**config.mk**
```make
export PLATFORM = sky130hd
export DESIGN_NAME = avr_fetch_ctrl
export DESIGN_NICKNAME = d
export VERILOG_FILES = /design/src/rtl/avr_fetch_ctrl.sv
export SDC_FILE = /design/constraint.sdc
export NUM_CORES = 1
export LEC_CHECK = 0
export ABC_AREA = 1
export BUFFER_PORTS_ARGS = -buffer_cell sky130_fd_sc_hd__buf_2
export CORE_ASPECT_RATIO = 0.7
export CORE_UTILIZATION = 50
export CTS_CLUSTER_SIZE = 24
export DETAILED_ROUTE_END_ITERATION = 10
export PLACE_DENSITY_LB_ADDON = 0.25
export SYNTH_ARGS = -nofsm -noshare
export SYNTH_HDL_FRONTEND = slang
export SYNTH_SLANG_ARGS = --single-unit
```
**constraint.sdc**
```tcl
create_clock -name CLK -period 2.8 [get_ports CLK]
set_input_delay 0.28 -clock CLK [delete_from_list [all_inputs] [get_ports CLK]]
set_output_delay 0.28 -clock CLK [all_outputs]
set_load 0.1 [all_outputs]
```
**src/rtl/avr_fetch_ctrl.sv**
```systemverilog
// Instruction fetch sequencer for avr_cpu: owns the PC, reads program memory over a
// req/ack port and presents assembled one- or two-word instructions to the core.
module avr_fetch_ctrl #(
    parameter int              PC_W    = 16,
    parameter logic [PC_W-1:0] RST_VEC = '0
) (
    input  logic            CLK,
    input  logic            RST,
    output logic [PC_W-1:0] pm_addr,
    output logic            pm_req,
    input  logic            pm_ack,
    input  logic [15:0]     pm_data,
    output logic [15:0]     instr,
    output logic [15:0]     instr2,
    output logic            instr_valid,
    output logic [PC_W-1:0] instr_pc,
    input  logic            stall,
    input  logic            skip,
    input  logic            redirect,
    input  logic [PC_W-1:0] redirect_pc
);

    typedef enum logic [1:0] {
        FETCH1 = 2'd0,
        FETCH2 = 2'd1,
        ISSUE  = 2'd2
    } state_e;

    localparam logic [PC_W-1:0] PC_ONE = PC_W'(1);
    localparam logic [PC_W-1:0] PC_TWO = PC_W'(2);

    state_e          state_q, state_d;
    logic [PC_W-1:0] pc_q, pc_d;
    logic            skip_pend_q, skip_pend_d;
    logic            pm_req_q, pm_req_d;
    logic [15:0]     w1_q, w1_d;
    logic [15:0]     instr_q, instr_d;
    logic [15:0]     instr2_q, instr2_d;
    logic            instr_valid_q, instr_valid_d;
    logic [PC_W-1:0] instr_pc_q, instr_pc_d;
    logic            fetch_ack;

    function automatic logic is_two_word(input logic [15:0] w);
        return ((w & 16'hFC0F) == 16'h9000) || ((w & 16'hFE0C) == 16'h940C);
    endfunction

    // An ack only counts while our request is actually visible on the port.
    assign fetch_ack = pm_req_q & pm_ack;

    always_comb begin
        // NOTE: every _d defaults to its _q so no path through this block infers a latch.
        state_d       = state_q;
        pc_d          = pc_q;
        skip_pend_d   = skip_pend_q;
        w1_d          = w1_q;
        instr_d       = instr_q;
        instr2_d      = instr2_q;
        instr_valid_d = instr_valid_q;
        instr_pc_d    = instr_pc_q;

        case (state_q)
            FETCH1: begin
                if (fetch_ack) begin
                    pc_d = pc_q + PC_ONE;
                    if (skip_pend_q) begin
                        // Discard this instruction; a two-word one also jumps its operand word.
                        skip_pend_d = 1'b0;
                        if (is_two_word(pm_data)) pc_d = pc_q + PC_TWO;
                    end else if (is_two_word(pm_data)) begin
                        w1_d       = pm_data;
                        instr_pc_d = pc_q;
                        state_d    = FETCH2;
                    end else begin
                        instr_d       = pm_data;
                        instr2_d      = 16'h0000;
                        instr_pc_d    = pc_q;
                        instr_valid_d = 1'b1;
                        state_d       = ISSUE;
                    end
                end
            end
            FETCH2: begin
                if (fetch_ack) begin
                    instr_d       = w1_q;
                    instr2_d      = pm_data;
                    pc_d          = pc_q + PC_ONE;
                    instr_valid_d = 1'b1;
                    state_d       = ISSUE;
                end
            end
            ISSUE: begin
                if (!stall) begin
                    skip_pend_d   = skip;
                    instr_d       = 16'h0000;
                    instr2_d      = 16'h0000;
                    instr_valid_d = 1'b0;
                    state_d       = FETCH1;
                end
            end
            default: state_d = FETCH1;
        endcase

        if (redirect) begin
            pc_d          = redirect_pc;
            state_d       = FETCH1;
            skip_pend_d   = 1'b0;
            instr_d       = 16'h0000;
            instr2_d      = 16'h0000;
            instr_valid_d = 1'b0;
        end

        // Registered request: low through reset, raised on the first edge after release.
        pm_req_d = (state_d != ISSUE);
    end

    // NOTE: sequential state uses non-blocking assignments only, so every flop samples pre-edge values.
    always_ff @(posedge CLK or posedge RST) begin
        if (RST) begin
            state_q       <= FETCH1;
            pc_q          <= RST_VEC;
            skip_pend_q   <= 1'b0;
            pm_req_q      <= 1'b0;
            w1_q          <= 16'h0000;
            instr_q       <= 16'h0000;
            instr2_q      <= 16'h0000;
            instr_valid_q <= 1'b0;
            instr_pc_q    <= RST_VEC;
        end else begin
            state_q       <= state_d;
            pc_q          <= pc_d;
            skip_pend_q   <= skip_pend_d;
            pm_req_q      <= pm_req_d;
            w1_q          <= w1_d;
            instr_q       <= instr_d;
            instr2_q      <= instr2_d;
            instr_valid_q <= instr_valid_d;
            instr_pc_q    <= instr_pc_d;
        end
    end

    assign pm_addr     = pc_q;
    assign pm_req      = pm_req_q;
    assign instr       = instr_q;
    assign instr2      = instr2_q;
    assign instr_valid = instr_valid_q;
    assign instr_pc    = instr_pc_q;

endmodule

```
# After elaboration in Yosys (flattened, before gate mapping)
# Index checks and enable logic that the tools add are counted.
# W data, S select, Z words.
dict set report word_totals {
  regBits 85
  in_bits 38
  out_inout_bits 66
  word_cells 70
}
dict set report classes {
  n_addsub 2
  n_eq_ne 10
  muxes 37
  bitwise_logic 2
  n_reduce_logical 10
}
# operator n
set ops {}
lappend ops {{$mux W16} 16}
lappend ops {{$pmux W16 S3} 2}
lappend ops {{$pmux W16 S2} 1}
lappend ops {{$add A16 B1 Y16 const B} 1}
lappend ops {{$add A16 B2 Y16 const B} 1}
lappend ops {{$ne A3 B3 Y1 const B} 5}
lappend ops {{$mux W2} 6}
lappend ops {{$eq A10 B10 Y1 const B} 1}
lappend ops {{$eq A9 B9 Y1 const B} 1}
lappend ops {{$mux W1} 9}
lappend ops {{$reduce_and A3 Y1} 3}
lappend ops {{$pmux W2 S3} 1}
lappend ops {{$reduce_and A6 Y1} 1}
lappend ops {{$reduce_bool A3 Y1} 2}
lappend ops {{$reduce_and A4 Y1} 1}
lappend ops {{$reduce_bool A4 Y1} 1}
lappend ops {{$pmux W1 S3} 1}
lappend ops {{$eq A2 B1 Y1 const B} 1}
lappend ops {{$eq A2 B2 Y1 const B} 1}
lappend ops {{$logic_not A2 Y1} 1}
lappend ops {{$ne A2 B2 Y1 const B} 1}
lappend ops {{$pmux W1 S2} 1}
lappend ops {{$and A1 B1 Y1} 1}
lappend ops {{$logic_or A1 B1 Y1} 1}
lappend ops {{$not A1 Y1} 1}

# Logic depth before layout (Yosys ltp)
dict set report depth {
  word_depth 8
  depth_mapped 11
  mapped_depth_nobuf 11
}

# Worst setup path before layout
# No wires, ideal clock.
dict set report synth_timing {
  kind {register to register}
  from {register pc_q[1] (netlist: pm_addr[1])}
  to {register pc_q[14] (netlist: pm_addr[14])}
  setup_ps 120
  arrival_ps 2152
  required_time_ps 2680
  setup_slack_ps 528
  path_stages_with_launch 11
  path_buffers 0
  synth_period_minus_slack_ps 2272
  path_cell_list {dfrtp_1 -> ha_1 -> nand3_1 -> nor2_1 -> nand3_1 -> nand2_1 -> nand3_1 -> nand2_1 -> nand2_1 -> nand2_1 -> nand2_1}
}
dict set report synth_via {
  elab_chain_cells 6
  elab_cells_between_ends 8
  cone_classes {add/sub (2); mux (6)}
}
# item line
set synth_rtl {}
lappend synth_rtl {{start: declaration} 33} ;# logic [PC_W-1:0] pc_q, pc_d;
lappend synth_rtl {{start signal: assignment} 130} ;# pc_q <= pc_d;
lappend synth_rtl {{$add A16 B1 Y16 or $add A16 B2 Y16 (tied branches)} {64, 86, 68}}
lappend synth_rtl {{$mux W16} 68} ;# if (is_two_word(pm_data)) pc_d = pc_q + PC_TWO;
lappend synth_rtl {{$mux W16} 65} ;# if (skip_pend_q) begin
lappend synth_rtl {{$mux W16} 63} ;# if (fetch_ack) begin
lappend synth_rtl {{$pmux W16 S2 (*)} 61} ;# case (state_q)
lappend synth_rtl {{$mux W16 (*)} 103} ;# if (redirect) begin
# Mark *: on every way between the ends. The rest lies on a longest branch, timed or not. The select of a mux whose other input is x is not followed.
# A chain may end at the register's enable or synchronous reset.

# Worst setup path after layout
dict set report layout_timing {
  from {register state_q[0]}
  to {register instr_q[8] (netlist: instr[8])}
}
dict set report layout_via {
  elab_chain_cells 3
  elab_cells_between_ends 12
  cone_classes {eq/ne (7); mux (2); reduce/logical (3)}
}
# item line
set layout_rtl {}
lappend layout_rtl {{start: declaration} 32} ;# state_e state_q, state_d;
lappend layout_rtl {{start signal: assignment} 129} ;# state_q <= state_d;
lappend layout_rtl {{$eq A2 B2 Y1 (tied with other cells)} 61}
lappend layout_rtl {{$ne A3 B3 Y1 (no line) (tied with other cells)} -}
lappend layout_rtl {{$reduce_and A6 Y1 (no line) or $mux W16 (tied branches)} -}
lappend layout_rtl {{end signal: assignment} 134} ;# instr_q <= instr_d;
lappend layout_rtl {{end: declaration} 37} ;# logic [15:0] instr_q, instr_d;
# Parallel ways exist; a longest one is shown, timed or not.

==> results_tabular.tex <==
\begin{tabular}{lr}
\hline
Metric & Value \\
\hline
\multicolumn{2}{l}{\textbf{Clocking}} \\
\quad Total setup buffers inserted after CTS & 0 \\
\quad Clock buffers created by TritonCTS & 9 \\
\quad Maximum buffer depth of the clock tree & 2 \\
\quad Post-cts gate resize count & 0 \\
\quad Number of sinks on the clock net & 85 \\
\quad TritonCTS clock tree & yes \\
\quad Clock latency of the later-clocked register in the worst-skew pair & approximately 0.34 ns \\
\quad Clock-pin slew reported for the worst setup and hold paths after clock tree synthesis & about 0.060 ns \\
\quad H-tree depth & 3 \\
\quad Number of hold buffers added after cts & 0 \\
\quad Clock tree root buffer cell & clkbuf\_16 \\
\multicolumn{2}{l}{\textbf{STA}} \\
\quad Final setup violation count & 0 \\
\quad Clock skew & 0.00567 ns \\
\quad Worst path setup slack after routing & approximately 0.6 ns \\
\quad Final-report max-slew violation count & 0 \\
\quad Worst-case headroom to the max-slew limit & a little over half \\
\quad Post-route fraction of the period consumed by the critical path & between 70\% and 80\% \\
\quad Post-route minimum period & 2.20 ns \\
\quad Setup total negative slack & 0 ns \\
\quad Highest achievable clock rate & approximately 450 MHz \\
\quad Setup repair after global routing missed its margin & false \\
\quad Worst Tran Pin Value & slightly below 0.7 ns \\
\quad Number of failing hold endpoints at the final stage & 0 \\
\multicolumn{2}{l}{\textbf{Setup path}} \\
\quad Maximum fanout encountered on the critical timing path & 22 \\
\quad Signal arrival time at the worst endpoint & 2.43 ns \\
\quad Slack of the worst reg-to-reg path & between 0.5 and 0.6 ns \\
\quad Element type at the critical path end & register \\
\quad Worst endpoint required time & 3.03 ns \\
\quad Type of origin of the critical path & register \\
\quad Critical path type & register to register \\
\multicolumn{2}{l}{\textbf{Drt}} \\
\quad Total wire length & around 13 mm \\
\quad Detailed-route via count & 4,387 \\
\quad Router iterations before antenna repair & 6 \\
\quad Antenna violation net count after detailed routing & 0 \\
\quad Iteration-0 DRC count of the detailed router & 451 \\
\quad Vias per inst & 5.24 \\
\quad Average routed wire per standard cell & about 15 µm \\
\quad DR DRC count & 0 \\
\multicolumn{2}{l}{\textbf{Floorplanning}} \\
\quad Area of the die & around 9800 µm² \\
\quad Die boundary width & $\sim$120 µm \\
\quad Cell Rows & 29 \\
\quad Starting density of the core & between 50 and 60\% \\
\quad Core ar. & around 9100 µm² \\
\quad I/O pin count & about 100 \\
\quad Die Y & 83.0 µm \\
\multicolumn{2}{l}{\textbf{Yosys}} \\
\quad Portion of the post-synthesis area used by sequential elements & a little under half \\
\quad Number of distinct library cell variants in the gate-level netlist after synthesis & 31 \\
\quad Number of nets produced by synthesis & 659 \\
\quad Synthesized instance count & 615 \\
\quad Synth warnings & 0 \\
\quad Flop and latch count out of synthesis & 85 \\
\quad Syn avg cell area & roughly 7.6 µm² \\
\quad Synthesized cell area & 4690 µm² \\
\multicolumn{2}{l}{\textbf{Final layout}} \\
\quad Share of cells above drive strength 1 & 24.5\% \\
\quad Antenna cell count & 0 \\
\quad Most frequent cells in the layout & nand2\_1 (184), buf\_2 (103), dfrtp\_1 (85) \\
\quad Area growth from synthesis to layout & 18.5\% \\
\quad Non-Filler Instances & around 840 \\
\quad Filler instances & between 800 and 900 \\
\quad Total Nets Final & around 750 \\
\quad Most frequent standard cell in the layout excluding fill and tap cells & nand2\_1 \\
\multicolumn{2}{l}{\textbf{Placement}} \\
\quad Global placement routability congestion & 0.965 \\
\quad \# port buffers & 103 \\
\quad Inst Count DP & $\sim$800 \\
\quad Pre-CTS setup slack & $\sim$0.64 ns \\
\quad Total half-perimeter wirelength after legalization and detailed placement & between 9 and 10 mm \\
\multicolumn{2}{l}{\textbf{GRT}} \\
\quad Global-route wire length before repair & around 21 mm \\
\quad Largest net degree at the start of global routing & 67 \\
\quad Vias in the first global route & slightly above 4,000 \\
\quad GR Overflow Total & 0 \\
\quad Antenna violations before repair & 0 \\
\quad Global router's overall resource usage & approximately 28\% \\
\multicolumn{2}{l}{\textbf{Worst hold path}} \\
\quad HP Class & primary input to asynchronous set/reset pin \\
\multicolumn{2}{l}{\textbf{Power}} \\
\quad Power per standard cell area & around 1000 nW/µm² \\
\quad Leakage power & roughly 3 nW \\
\quad Largest vdd supply drop & $\sim$0.6 mV \\
\multicolumn{2}{l}{\textbf{Run}} \\
\quad Max-capacitance violation count & 0 \\
\multicolumn{2}{l}{\textbf{Outcome}} \\
\quad Status & completed \\
\hline
\end{tabular}
per-layer routing:
| layer | GRT usage (%) | vias up | routed length [µm] |
|---|---|---|---|
| li1 | - | 2159 | - |
| met1 | 44.7 | 1998 | 6470 |
| met2 | 36.3 | 207 | 4910 |
| met3 | 5.56 | 23 | 1130 |
| met4 | 8.74 | 0 | 215 |
| met5 | 0 | - | 0 |
worst max-delay path, stage by stage (launching register included):
cell,delay (ns)
dfrtp_1,0.39
inv_1,0.08
ha_1,0.27
nor2_2,0.18
nor3_1,0.10
a211oi_2,0.23
nand2_2,0.37
buf_4,0.33
nand2_1,0.09
o21ai_2,0.05
cell usage after synthesis (all sizes together):
master	instances	area share, %
nand2	194	16
dfrtp	85	45
inv	67	5.4
o21ai	65	8.9
nor2	61	5.5
nand3	54	6.1
buf	19	3.0
o22ai	14	1.9
a21oi	12	1.3
clkbuf	10	0.83
nand4	9	1.2
xor2	7	1.3
ha	6	1.6
nor3	6	0.64
a31oi	2	0.27
a211oi	1	0.27
o211ai	1	0.16
or2	1	0.13
xnor2	1	0.19
state kept, by name, indices dropped and copies added (netlist names):
name	cells
instr	16
instr2	16
instr_pc	16
instr_valid	1
pm_addr	16
pm_req	1
skip_pend_q	1
state_q	2
w1_q	16
logic make-up (layout without fill, tap and decap cells):
kind of cell / count (synthesis) / after routing / share of synthesized area, %
xor gates and xnor gates: 8 / 8 / 1.49
DFF: 85 / 85 / 45.4
and+or+nand+nor: 325 / 325 / 29.7
AOI/OAI and AO/OA: 95 / 95 / 12.7
buffers and inverters: 96 / 194 / 9.15
adders and majority gates: 6 / 6 / 1.60
final cells by class:
| type | count | area (µm²) | share of cell area, % |
|---|---|---|---|
| Sequential cell | 85 | 2130 | 38.3 |
| Timing Repair Buffer | 112 | 608 | 10.9 |
| Clock inverter | 4 | 48.8 | 0.878 |
| Inverter | 67 | 253 | 4.55 |
| Clock buffer | 11 | 233 | 4.19 |
| Tap cell | 124 | 155 | 2.79 |
| Multi-Input combinational cell | 434 | 2130 | 38.4 |
path summary, 6_finish.rpt:
path	depth (start not counted)	startpoint	endpoint
hold reg to reg	2	w1_q[12]	w1_q[12]
setup reg to reg	9	state_q[0]	instr[8]
max in group asynchronous	3	RST	instr[4]
setup / recovery	9	state_q[0]	instr[8]
min in group CLK	3	redirect_pc[15]	pm_addr[15]
hold / removal	2	RST	instr_pc[3]
metrics by stage:
stage / power [mW] / hold slack (ns) / area, µm² / util (%)
floorplan: 4.15 / 0.401 / 4690 / -
global placement: 4.64 / 0.380 / 5280 / 58.2
detailed placement: 4.66 / 0.386 / 5280 / 58.2
CTS: 5.83 / 0.0207 / 5560 / 61.3
global route: 6.07 / 0.0692 / 5560 / 61.3
finish: 5.82 / 0.0160 / 5560 / 61.3
where the power goes:
part	total [mW]	internal, mW	switching, mW
registers	1.71	1.49	0.222
logic	2.96	0.478	2.48
clock network	1.15	0.686	0.465
total	5.82	2.66	3.16
(Power assumes the default switching activity.)
